[config.mk]
export PLATFORM = sky130hd
export DESIGN_NAME = mod_148_4_4_beacon_monitor
export DESIGN_NICKNAME = d
export VERILOG_FILES = /design/src/rtl/mod_148_4_4_beacon_monitor.sv
export SDC_FILE = /design/constraint.sdc
export NUM_CORES = 1
export LEC_CHECK = 0
export ABC_CLOCK_PERIOD_IN_PS = 2000
export BUFFER_PORTS_ARGS = -buffer_cell sky130_fd_sc_hd__buf_2
export CORE_MARGIN = 2
export CORE_UTILIZATION = 40
export DETAILED_ROUTE_END_ITERATION = 7
export GPL_ROUTABILITY_DRIVEN = 0
export HOLD_SLACK_MARGIN = 0.03
export PLACE_DENSITY = 0.65
export SETUP_SLACK_MARGIN = 0.05
export SLEW_MARGIN = 40
export SYNTH_ARGS = -nofsm -noshare
export SYNTH_HDL_FRONTEND = slang
export SYNTH_SLANG_ARGS = --single-unit
export TNS_END_PERCENT = 1
[constraint.sdc]
create_clock -name clk -period 2 [get_ports clk]
set_input_delay 0.5 -clock clk [delete_from_list [all_inputs] [get_ports clk]]
set_output_delay 0.5 -clock clk [all_outputs]
set_load 0.005 [all_outputs]
[src/rtl/mod_148_4_4_beacon_monitor.sv]
// PLCA beacon monitor: qualifies synchronised rx_beacon pulses by length against
// the 148.4.4 timer bank and tracks sync status toward the PLCA control diagram.
module mod_148_4_4_beacon_monitor #(
   parameter int unsigned MIN_BEACON_CYC = 4,
   parameter int unsigned INVALID_LIMIT  = 3,
   parameter int unsigned CNT_W          = 8
) (
   input  logic       clk,
   input  logic       rst_n,
   input  logic       plca_en,
   input  logic       rx_beacon,
   input  logic       beacon_det_timer_done,
   input  logic       invalid_beacon_timer_done,
   output logic       start_beacon_det_timer,
   output logic       start_invalid_beacon_timer,
   output logic       beacon_valid,
   output logic       beacon_invalid,
   output logic       plca_status,
   output logic [3:0] invalid_cnt
);

   typedef enum logic [1:0] {
      DISABLED = 2'd0,
      IDLE     = 2'd1,
      MEASURE  = 2'd2,
      HOLDOFF  = 2'd3
   } state_t;

   localparam logic [CNT_W-1:0] MIN_LEN = CNT_W'(MIN_BEACON_CYC);
   localparam logic [CNT_W-1:0] LEN_MAX = '1;
   localparam logic [3:0]       LIMIT   = 4'(INVALID_LIMIT);
   localparam logic [1:0]       BLANK   = 2'd2;

   state_t           state, state_nxt;
   logic             rx_s1, rx_s2, rx_d;
   logic             rx_rise;
   logic [CNT_W-1:0] len_cnt, len_nxt;
   logic [1:0]       det_blank, det_blank_nxt;
   logic [1:0]       inv_blank, inv_blank_nxt;
   logic             det_done_q, inv_done_q;
   logic             reject;
   logic [3:0]       cnt_inc, cnt_nxt;
   logic             status_nxt;
   logic             start_det_nxt, start_inv_nxt;
   logic             valid_nxt, invalid_nxt;

   // rx_d is the registered copy of the synchronised level, used only for edge detect
   always_ff @(posedge clk or negedge rst_n) begin
      if (!rst_n) begin
         rx_s1 <= 1'b0;
         rx_s2 <= 1'b0;
         rx_d  <= 1'b0;
      end else begin
         rx_s1 <= rx_beacon;
         rx_s2 <= rx_s1;
         rx_d  <= rx_s2;
      end
   end

   assign rx_rise    = rx_s2 & ~rx_d;
   assign det_done_q = beacon_det_timer_done && (det_blank == 2'd0);
   assign inv_done_q = invalid_beacon_timer_done && (inv_blank == 2'd0);
   assign cnt_inc    = (invalid_cnt == 4'hF) ? invalid_cnt : invalid_cnt + 4'd1;

   always_comb begin
      state_nxt     = state;
      len_nxt       = len_cnt;
      cnt_nxt       = invalid_cnt;
      status_nxt    = plca_status;
      start_det_nxt = 1'b0;
      start_inv_nxt = 1'b0;
      valid_nxt     = 1'b0;
      invalid_nxt   = 1'b0;
      reject        = 1'b0;
      det_blank_nxt = (det_blank == 2'd0) ? 2'd0 : det_blank - 2'd1;
      inv_blank_nxt = (inv_blank == 2'd0) ? 2'd0 : inv_blank - 2'd1;

      if (!plca_en) begin
         state_nxt  = DISABLED;
         status_nxt = 1'b0;
         cnt_nxt    = '0;
      end else begin
         case (state)
            DISABLED: begin
               state_nxt  = IDLE;
               status_nxt = 1'b0;
               cnt_nxt    = '0;
            end
            IDLE: begin
               if (rx_rise) begin
                  start_det_nxt = 1'b1;
                  det_blank_nxt = BLANK;
                  len_nxt       = CNT_W'(1);
                  state_nxt     = MEASURE;
               end
            end
            MEASURE: begin
               // the fall is checked before timer done so a same-cycle tie is judged by length
               if (!rx_s2) begin
                  if (len_cnt >= MIN_LEN) begin
                     valid_nxt  = 1'b1;
                     cnt_nxt    = '0;
                     status_nxt = 1'b1;
                     state_nxt  = IDLE;
                  end else begin
                     reject = 1'b1;
                  end
               end else if (det_done_q) begin
                  reject = 1'b1;
               end else if (len_cnt != LEN_MAX) begin
                  len_nxt = len_cnt + 1'b1;
               end
            end
            HOLDOFF: begin
               if (inv_done_q) state_nxt = IDLE;
            end
            default: state_nxt = DISABLED;
         endcase

         if (reject) begin
            invalid_nxt   = 1'b1;
            start_inv_nxt = 1'b1;
            inv_blank_nxt = BLANK;
            cnt_nxt       = cnt_inc;
            if (cnt_inc >= LIMIT) status_nxt = 1'b0;
            state_nxt     = HOLDOFF;
         end
      end
   end

   always_ff @(posedge clk or negedge rst_n) begin
      if (!rst_n) begin
         state                      <= DISABLED;
         len_cnt                    <= '0;
         det_blank                  <= '0;
         inv_blank                  <= '0;
         invalid_cnt                <= '0;
         plca_status                <= 1'b0;
         start_beacon_det_timer     <= 1'b0;
         start_invalid_beacon_timer <= 1'b0;
         beacon_valid               <= 1'b0;
         beacon_invalid             <= 1'b0;
      end else begin
         state                      <= state_nxt;
         len_cnt                    <= len_nxt;
         det_blank                  <= det_blank_nxt;
         inv_blank                  <= inv_blank_nxt;
         invalid_cnt                <= cnt_nxt;
         plca_status                <= status_nxt;
         start_beacon_det_timer     <= start_det_nxt;
         start_invalid_beacon_timer <= start_inv_nxt;
         beacon_valid               <= valid_nxt;
         beacon_invalid             <= invalid_nxt;
      end
   end

endmodule

==> impl_metrics.json, run 1 <==
{
  "outcome": "complete, no violations",
  "worst-path-max-fanout": 8,
  "r2r_slack_ns": 0.21,
  "worst_pin_slew_ns": 0.540,
  "drtPass1Iterations": 5,
  "crit_arrival_ns": 2.04,
  "cts_buffers": 3,
  "hpwl_um": 1780,
  "avgSynthCellArea_sq_um": 10.5,
  "path_buf_inv": 0,
  "p_per_area_nw_per_um2": 602,
  "worst_r2r_startpoint": "state[0]",
  "synth_compound_area_share_pct": 15.0,
  "vias": 1018,
  "synthArstFlopShare_pct": 100,
  "synth_seq_cells": 25,
  "setup_ws_ns": 0.210,
  "power.net_switching_w": 0.000233,
  "setup_viol": 0,
  "layout.cells.non_filler": 185,
  "worst-setup-path-type": "flip-flop to flip-flop",
  "cts-root-buf": "clkbuf_4",
  "cap_violations": 0,
  "ys.flop_type": "dfrtp_1",
  "yosysWarnings": 0,
  "p_leak_nw": 0.668,
  "hold_path.class": "input pin to asynchronous set/reset pin",
  "worstRegToRegCells": 4,
  "synth.area.top_cells": "dfrtp_1 (49%), nor3b_1 (3.5%), nand2_1 (3.2%), ha_1 (2.9%), nor3_1 (2.7%)",
  "mostFrequentLayoutCells": "dfrtp_1 (25), buf_2 (14), nand2_1 (11)",
  "slowest_stage": "or4_1",
  "synthSimpleGateAreaFrac_pct": 26.7,
  "final_common_cell": "dfrtp_1",
  "fp-row-count": 20,
  "ant_nets": 0,
  "wirelength_um": 2420,
  "fin_tns_setup_ns": 0,
  "fin_nets": 151,
  "fp.coreArea_sq_um": 3050,
  "clk_pin_slew_ns": 0.14,
  "syn_area_sq_um": 1290,
  "initial_core_util_pct": 42.2,
  "total_power_w": 0.000872,
  "dp_worst_setup_slack_ns": 0.103,
  "fin_crit_sh_pct": 89.5,
  "grt_overflow": 0,
  "antenna_found_initial": 0,
  "synth_top_area_cell": "dfrtp_1",
  "dp_cells": 181,
  "postCtsHoldBufs": 0,
  "drive_gt1_share_pct": 21.3,
  "synth_xor_area_share_pct": 0,
  "cts_tree": "built",
  "ios": 15,
  "grt_max_degree": 26,
  "muxShareOfSynthArea_pct": 3.20,
  "clkPwrFrac_pct": 26.1,
  "die_h_um": 60.8,
  "p_int_w": 0.000639,
  "hold_violations": 0,
  "pwr-share-comb_pct": 11.1,
  "synthCells": 123,
  "viasPerCell": 5.50,
  "max_stage_delay_ns": 0.54,
  "period_minus_slack_ns": 1.79,
  "ir_worst_vdd_v": 0.000390,
  "slew_violations": 0,
  "drc": 0,
  "drtIter0Drc": 24,
  "critPathTopFamily": "simple AND/OR/NAND/NOR gates",
  "synth_cell_types": 45,
  "worstSkewPairLatency_ns": 0.32,
  "antenna_cells": 0,
  "critPathRequiredTime_ns": 2.25,
  "end_kind": "flip-flop",
  "synth-seq-area-share_pct": 48.5,
  "synth_top_family_by_area": "simple AND/OR/NAND/NOR gates",
  "grt_pass1_wl_um": 4060,
  "r2r_end": "len_cnt[7]",
  "portBuffers": 14,
  "finClkSkew_ns": 0.00766,
  "wl_per_cell_um": 13.1,
  "ctsResizeCount": 0,
  "fill_cells": 304,
  "grt_use_total_pct": 14.6,
  "cts-htree-levels": 1,
  "die_area_sq_um": 3690,
  "cp_cell_sequence": "and3b_1 -> nand3_4 -> or4_1 -> a21oi_1",
  "synth_top_area_share_pct": 48.5,
  "post_cts_buffers": 0,
  "die_w_um": 60.8,
  "hold_ws_ns": 0.143,
  "max_freq_mhz": 559,
  "switching_share_pct": 26.7,
  "synth_nets": 132,
  "synth_edf_count": 0,
  "synth_adder_area_share_pct": 2.91,
  "start_kind": "flip-flop",
  "rsz0062_at_grt": "no",
  "clock-sinks": 25,
  "grt_pass1_vias": 946,
  "syn_to_final_growth_pct": 12.4,
  "clockBufferDepth": 2,
  "p_seq_share_pct": 62.8,
  "relSlewSlack_pct": 64.0
}
[logic make-up after synthesis]
| family | after synthesis |
|---|---|
| fa+ha+maj | 3 |
| simple gates | 57 |
| buf+inv | 8 |
| compound gates | 26 |
| flops | 25 |
| mux | 4 |
[stage by stage]
step	area, sq um	util, %
final	1450	47.5
after detailed placement	1410	46.3
after CTS	1440	47.3
after global routing	1450	47.5
after floorplan	1290	-
after global placement	1410	46.3
[synth_stat cells, drive strengths merged (2+ instances only)]
| master | number |
|---|---|
| a31oi | 2 |
| a211oi | 3 |
| and4 | 2 |
| a2111oi | 3 |
| mux2i | 3 |
| a21o | 3 |
| nor2b | 2 |
| nand2 | 11 |
| nor3b | 6 |
| nor3 | 7 |
| ha | 3 |
| buf | 4 |
| inv | 3 |
| nand3 | 5 |
| a21oi | 6 |
| nand3b | 2 |
| nor2 | 9 |
| or4 | 2 |
| o31ai | 2 |
| dfrtp | 25 |
[routing by layer]
layer / GRT usage, % / wire length [um]
met5: 0 / 0
met4: 4.04 / 19
met3: 3.20 / 91
met2: 23.0 / 1130
met1: 20.2 / 1170
[power by group through the flow]
stage	combinational (W)	sequential (W)	clock, W
after detailed placement	0.0000971	0.000556	0
after CTS	0.0000982	0.000547	0.000241
after global placement	0.0000934	0.000555	0
after global routing	0.000111	0.000551	0.000258
final	0.0000967	0.000547	0.000228
after floorplan	0.0000658	0.000550	0
[sequential cells by signal, indices dropped and copies added (netlist names)]
signal / flops
invalid_cnt: 4
beacon_invalid: 1
state: 2
plca_status: 1
rx_s2: 1
beacon_valid: 1
rx_s1: 1
rx_d: 1
det_blank: 2
start_beacon_det_timer: 1
len_cnt: 8
inv_blank: 2
[area by class of cell]
| class | count | area, sq um | area share [%] |
|---|---|---|---|
| sequential | 25 | 626 | 43.2 |
| multi-input combinational | 90 | 623 | 43.0 |
| timing repair buffer | 18 | 100 | 6.91 |
| tap | 44 | 55.1 | 3.80 |
| clock buffer | 3 | 22.5 | 1.55 |
| inverter | 4 | 15.0 | 1.04 |
| clock inverter | 1 | 7.51 | 0.518 |
[how the worst max path moves through the flow]
stage / startpoint / to / slack, ns / cells after the start
2_1_floorplan: len_cnt[2] / len_cnt[1] / 0.39 / 5
5_1_grt: state[0] / len_cnt[7] / 0.11 / 4
3_5_place_dp: plca_en / len_cnt[7] / 0.10 / 5
4_1_cts: invalid_cnt[1] / plca_status / 0.08 / 5
6_report: state[0] / len_cnt[7] / 0.21 / 4
3_3_place_gp: plca_en / len_cnt[7] / 0.15 / 5
(Power assumes the default switching activity.)
==> run 2, diff against run 1 <==
RECOVER_POWER = 25   (was default)
==> impl_metrics.json, run 2 (synthesis results as in run 1) <==
{
  "worst_pin_slew_ns": 1.29,
  "grt_overflow": 0,
  "slew_violations": 0,
  "cts-root-buf": "clkbuf_4",
  "grt_pass1_vias": 946,
  "wirelength_um": 2420,
  "fp-row-count": 20,
  "stdcell_area_sq_um": 1450,
  "dpl_cell_area_sq_um": 1410,
  "viasPerCell": 5.42,
  "min_to": "rx_s1",
  "drtPass1Iterations": 5,
  "worst_r2r_startpoint": "state[0]",
  "worstSkewPairLatency_ns": 0.31,
  "cp_cell_sequence": "and3b_1 -> nand3_4 -> or4_1 -> a21oi_1",
  "cts_tree": "built",
  "ios": 15,
  "hold_start": "rx_beacon",
  "reg_top3": "len_cnt x8, invalid_cnt x4",
  "holdPathStages": 1,
  "antenna_cells": 0,
  "mostFrequentLayoutCells": "dfrtp_1 (25), buf_2 (13), nand2_1 (11)",
  "fin_nets": 151,
  "p_leak_nw": 0.665,
  "regMostFlops": "len_cnt",
  "register_area_sq_um": 626,
  "clock-sinks": 25,
  "max_freq_mhz": 560,
  "fill_cells": 305,
  "end_kind": "flip-flop",
  "r2r_slack_ns": 0.21,
  "r2r_end": "len_cnt[7]",
  "max_stage_delay_ns": 0.53,
  "die_w_um": 60.8,
  "grt_max_degree": 26,
  "clockBufferDepth": 2,
  "hpwl_um": 1780,
  "ant_nets": 0,
  "drtIter0Drc": 24,
  "fp.coreArea_sq_um": 3050,
  "worst-path-max-fanout": 8,
  "drc": 0,
  "outcome": "complete, no violations",
  "finClkSkew_ns": 0.00750,
  "final_common_cell": "dfrtp_1",
  "cts_buffers": 3,
  "portBuffers": 14,
  "slowest_stage": "or4_1",
  "clk_pin_slew_ns": 0.14,
  "post_cts_buffers": 0,
  "p_per_area_nw_per_um2": 602,
  "setup_viol": 0,
  "antenna_found_initial": 0,
  "die_h_um": 60.8,
  "hold_violations": 0,
  "ir_worst_vdd_v": 0.000390,
  "hold_path.class": "input pin to flip-flop",
  "multi_input_area_sq_um": 623,
  "cap_violations": 0,
  "rsz0062_at_grt": "no",
  "wl_per_cell_um": 13.1,
  "worst-setup-path-type": "flip-flop to flip-flop",
  "grt_pass1_wl_um": 4060,
  "dp_cells": 181,
  "crit_path_start": "state[0]",
  "crit_arrival_ns": 2.04,
  "relSlewSlack_pct": 14.2,
  "fin_crit_sh_pct": 89.3,
  "die_area_sq_um": 3690,
  "syn_to_final_growth_pct": 12.3,
  "initial_core_util_pct": 42.2,
  "layout.cells.non_filler": 185,
  "largest_register_ffs": 8,
  "critPathRequiredTime_ns": 2.25,
  "cts-htree-levels": 1,
  "fin_tns_setup_ns": 0,
  "start_kind": "flip-flop",
  "drive_gt1_share_pct": 20.6,
  "vias": 1003,
  "worstRegToRegCells": 4,
  "grt_use_total_pct": 14.6,
  "period_minus_slack_ns": 1.79
}
[run 2: changes by cell type in the layout (fill, tap and decap cells not counted), sizes merged]
cell / previous run / this run
clkbuf: 3 / 4
buf: 18 / 17
[run 2: critical path, delay by kind of cell (launching register included)]
| kind | cells | cell delay, ns |
|---|---|---|
| AO/OA/AOI/OAI | 1 | 0.15 |
| AND/OR/NAND/NOR | 3 | 1.08 |
| flip-flops | 1 | 0.47 |
[run 2: repair_timing]
| action | in CTS | in global routing |
|---|---|---|
| setup endpoints to repair | 0 | 1 |
| hold buffers | 0 | 0 |
| resized for setup | 0 | 2 |
[run 2: worst max-delay path by stage]
stage,cells after the start,slack [ns],to
floorplan,5,0.39,len_cnt[1]
global placement,5,0.15,len_cnt[7]
detailed placement,5,0.10,len_cnt[7]
CTS,5,0.08,plca_status
global route,4,0.11,len_cnt[7]
finish,4,0.21,len_cnt[7]
[run 2: routing by layer]
metal	global-route usage [%]	wire length, um
met5	0	0
met4	4.04	15
met3	3.20	73
met2	23.0	1130
met1	20.2	1200
[run 2: layout make-up]
cell class              instances  area share, %
inverters                       4           1.04
multi-input cells              90           43.0
clock buffers                   3           1.56
clock inverters                 1          0.519
well taps                      44           3.80
flip-flops and latches         25           43.2
repair buffers                 18           6.83
[run 2: power by group]
part	total [W]	internal (W)	switching (W)
Clock	0.000228	0.0000762	0.000152
Combinational	0.0000964	0.0000391	0.0000572
Sequential	0.000547	0.000524	0.0000236
[run 2: through the flow]
stage	total power, W	setup WS [ns]	utilization (%)	hold WS [ns]
4_1_cts	0.000886	0.0802	47.3	0.156
2_1_floorplan	0.000615	0.389	-	0.204
3_3_place_gp	0.000648	0.151	46.3	0.338
3_5_place_dp	0.000653	0.103	46.3	0.335
5_1_grt	0.000921	0.108	47.4	0.255
6_report	0.000872	0.214	47.4	0.275
==> run 3, diff against run 2 <==
CORE_UTILIZATION = 56   (was 40)
PLACE_DENSITY = 0.84   (was 0.65)
SLEW_MARGIN = 20   (was 40)
==> impl_metrics.json, run 3 (synthesis results as in run 1) <==
{
  "cts_tree": "built",
  "cts_buffers": 3,
  "cap_violations": 0,
  "path_buf_inv": 0,
  "die_area_sq_um": 2700,
  "grt_max_degree": 26,
  "die_h_um": 52.0,
  "finClkSkew_ns": 0.0105,
  "drtPass1Iterations": 4,
  "worstSkewPairLatency_ns": 0.32,
  "end_kind": "flip-flop",
  "worst-setup-path-type": "flip-flop to flip-flop",
  "regMostFlops": "len_cnt",
  "rsz0062_at_grt": "no",
  "fin_nets": 150,
  "fp-row-count": 17,
  "hold_path.class": "input pin to flip-flop",
  "r2r_end": "len_cnt[7]",
  "initial_core_util_pct": 58.8,
  "slew_violations": 0,
  "final_util_pct": 64.6,
  "worst-path-max-fanout": 8,
  "post_cts_buffers": 0,
  "worst_r2r_startpoint": "state[0]",
  "ctsResizeCount": 0,
  "reg_top3": "len_cnt x8, invalid_cnt x4",
  "clk_pin_slew_ns": 0.15,
  "drc": 0,
  "holdPathStages": 1,
  "min_to": "rx_s1",
  "drive_gt1_share_pct": 19.3,
  "grt_pass1_vias": 974,
  "critPathTopFamily": "simple AND/OR/NAND/NOR gates",
  "outcome": "complete, no violations",
  "wirelength_um": 2450,
  "antenna_found_initial": 0,
  "critPathRequiredTime_ns": 2.24,
  "hold_violations": 0,
  "ir_worst_vdd_v": 0.000471,
  "clockBufferDepth": 2,
  "crit_arrival_ns": 2.04,
  "portBuffers": 14,
  "hpwl_um": 1820,
  "r2r_slack_ns": 0.20,
  "cts-htree-levels": 1,
  "setup_viol": 0,
  "mostFrequentLayoutCells": "dfrtp_1 (25), buf_2 (13), nand2_1 (11)",
  "final_common_cell": "dfrtp_1",
  "ios": 15,
  "cp_num_cells": 4,
  "die_w_um": 52.0,
  "wl_per_cell_um": 14.6,
  "worstRegToRegCells": 4,
  "drtIter0Drc": 23,
  "clock-sinks": 25,
  "fp.coreArea_sq_um": 2190,
  "cp_cell_sequence": "and3b_1 -> nand3_4 -> or4_1 -> a21oi_1",
  "relSlewSlack_pct": 14.3,
  "max_freq_mhz": 556,
  "grt_use_total_pct": 20.9,
  "postCtsHoldBufs": 0,
  "ant_nets": 0,
  "fin_crit_sh_pct": 89.9,
  "antenna_cells": 0,
  "largest_register_ffs": 8,
  "syn_to_final_growth_pct": 9.81,
  "hold_start": "rx_beacon",
  "p_per_area_nw_per_um2": 619,
  "grt_pass1_wl_um": 4270,
  "slowest_stage": "or4_1",
  "grt_overflow": 0,
  "fin_tns_setup_ns": 0,
  "cts-root-buf": "clkbuf_4",
  "period_minus_slack_ns": 1.80,
  "start_kind": "flip-flop",
  "p_leak_nw": 0.657,
  "max_stage_delay_ns": 0.54,
  "viasPerCell": 6.06,
  "vias": 1018,
  "worst_pin_slew_ns": 1.29
}
[run 3: worst max path at each step]
stage              startpoint           to  slack (ns)
2_1_floorplan      len_cnt[2]   len_cnt[1]        0.39
3_3_place_gp          plca_en   len_cnt[7]        0.16
3_5_place_dp          plca_en   len_cnt[7]        0.11
4_1_cts        invalid_cnt[1]  plca_status        0.22
5_1_grt        invalid_cnt[1]  plca_status        0.02
6_report             state[0]   len_cnt[7]        0.20
[run 3: per-layer routing]
metal	global-route usage [%]	wire length, um	up-vias
li1	-	-	494
met1	27.5	1090	502
met2	35.7	1270	20
met3	2.01	76	2
met4	7.46	12	0
met5	0	0	-
[run 3: final cells by class]
cell class / count / area, sq um
Inverter: 4 / 15.0
Clock buffer: 3 / 22.5
Fill cell: 193 / 776
Multi-Input combinational cell: 90 / 618
Clock inverter: 1 / 7.51
Timing Repair Buffer: 17 / 91.3
Sequential cell: 25 / 626
Tap cell: 28 / 35.0
[run 3: stage by stage]
step           cell area, sq um  power, W  hold slack [ns]  worst slack (ns)  std cells
3_5_place_dp               1390  0.000656            0.360             0.111        164
6_report                   1420  0.000875            0.275             0.203        168
5_1_grt                    1420  0.000915            0.270            0.0248        168
2_1_floorplan              1290  0.000615            0.204             0.389        123
3_3_place_gp               1390  0.000647            0.335             0.163        164
4_1_cts                    1420  0.000882            0.162             0.222        168
[run 3: power breakdown]
group	leakage (nW)	total [W]	switching, W	internal (W)
Sequential	0.334	0.000548	0.0000238	0.000524
Combinational	0.309	0.0000972	0.0000578	0.0000394
Clock	0.0139	0.000231	0.000154	0.0000762
Total	0.657	0.000875	0.000236	0.000639
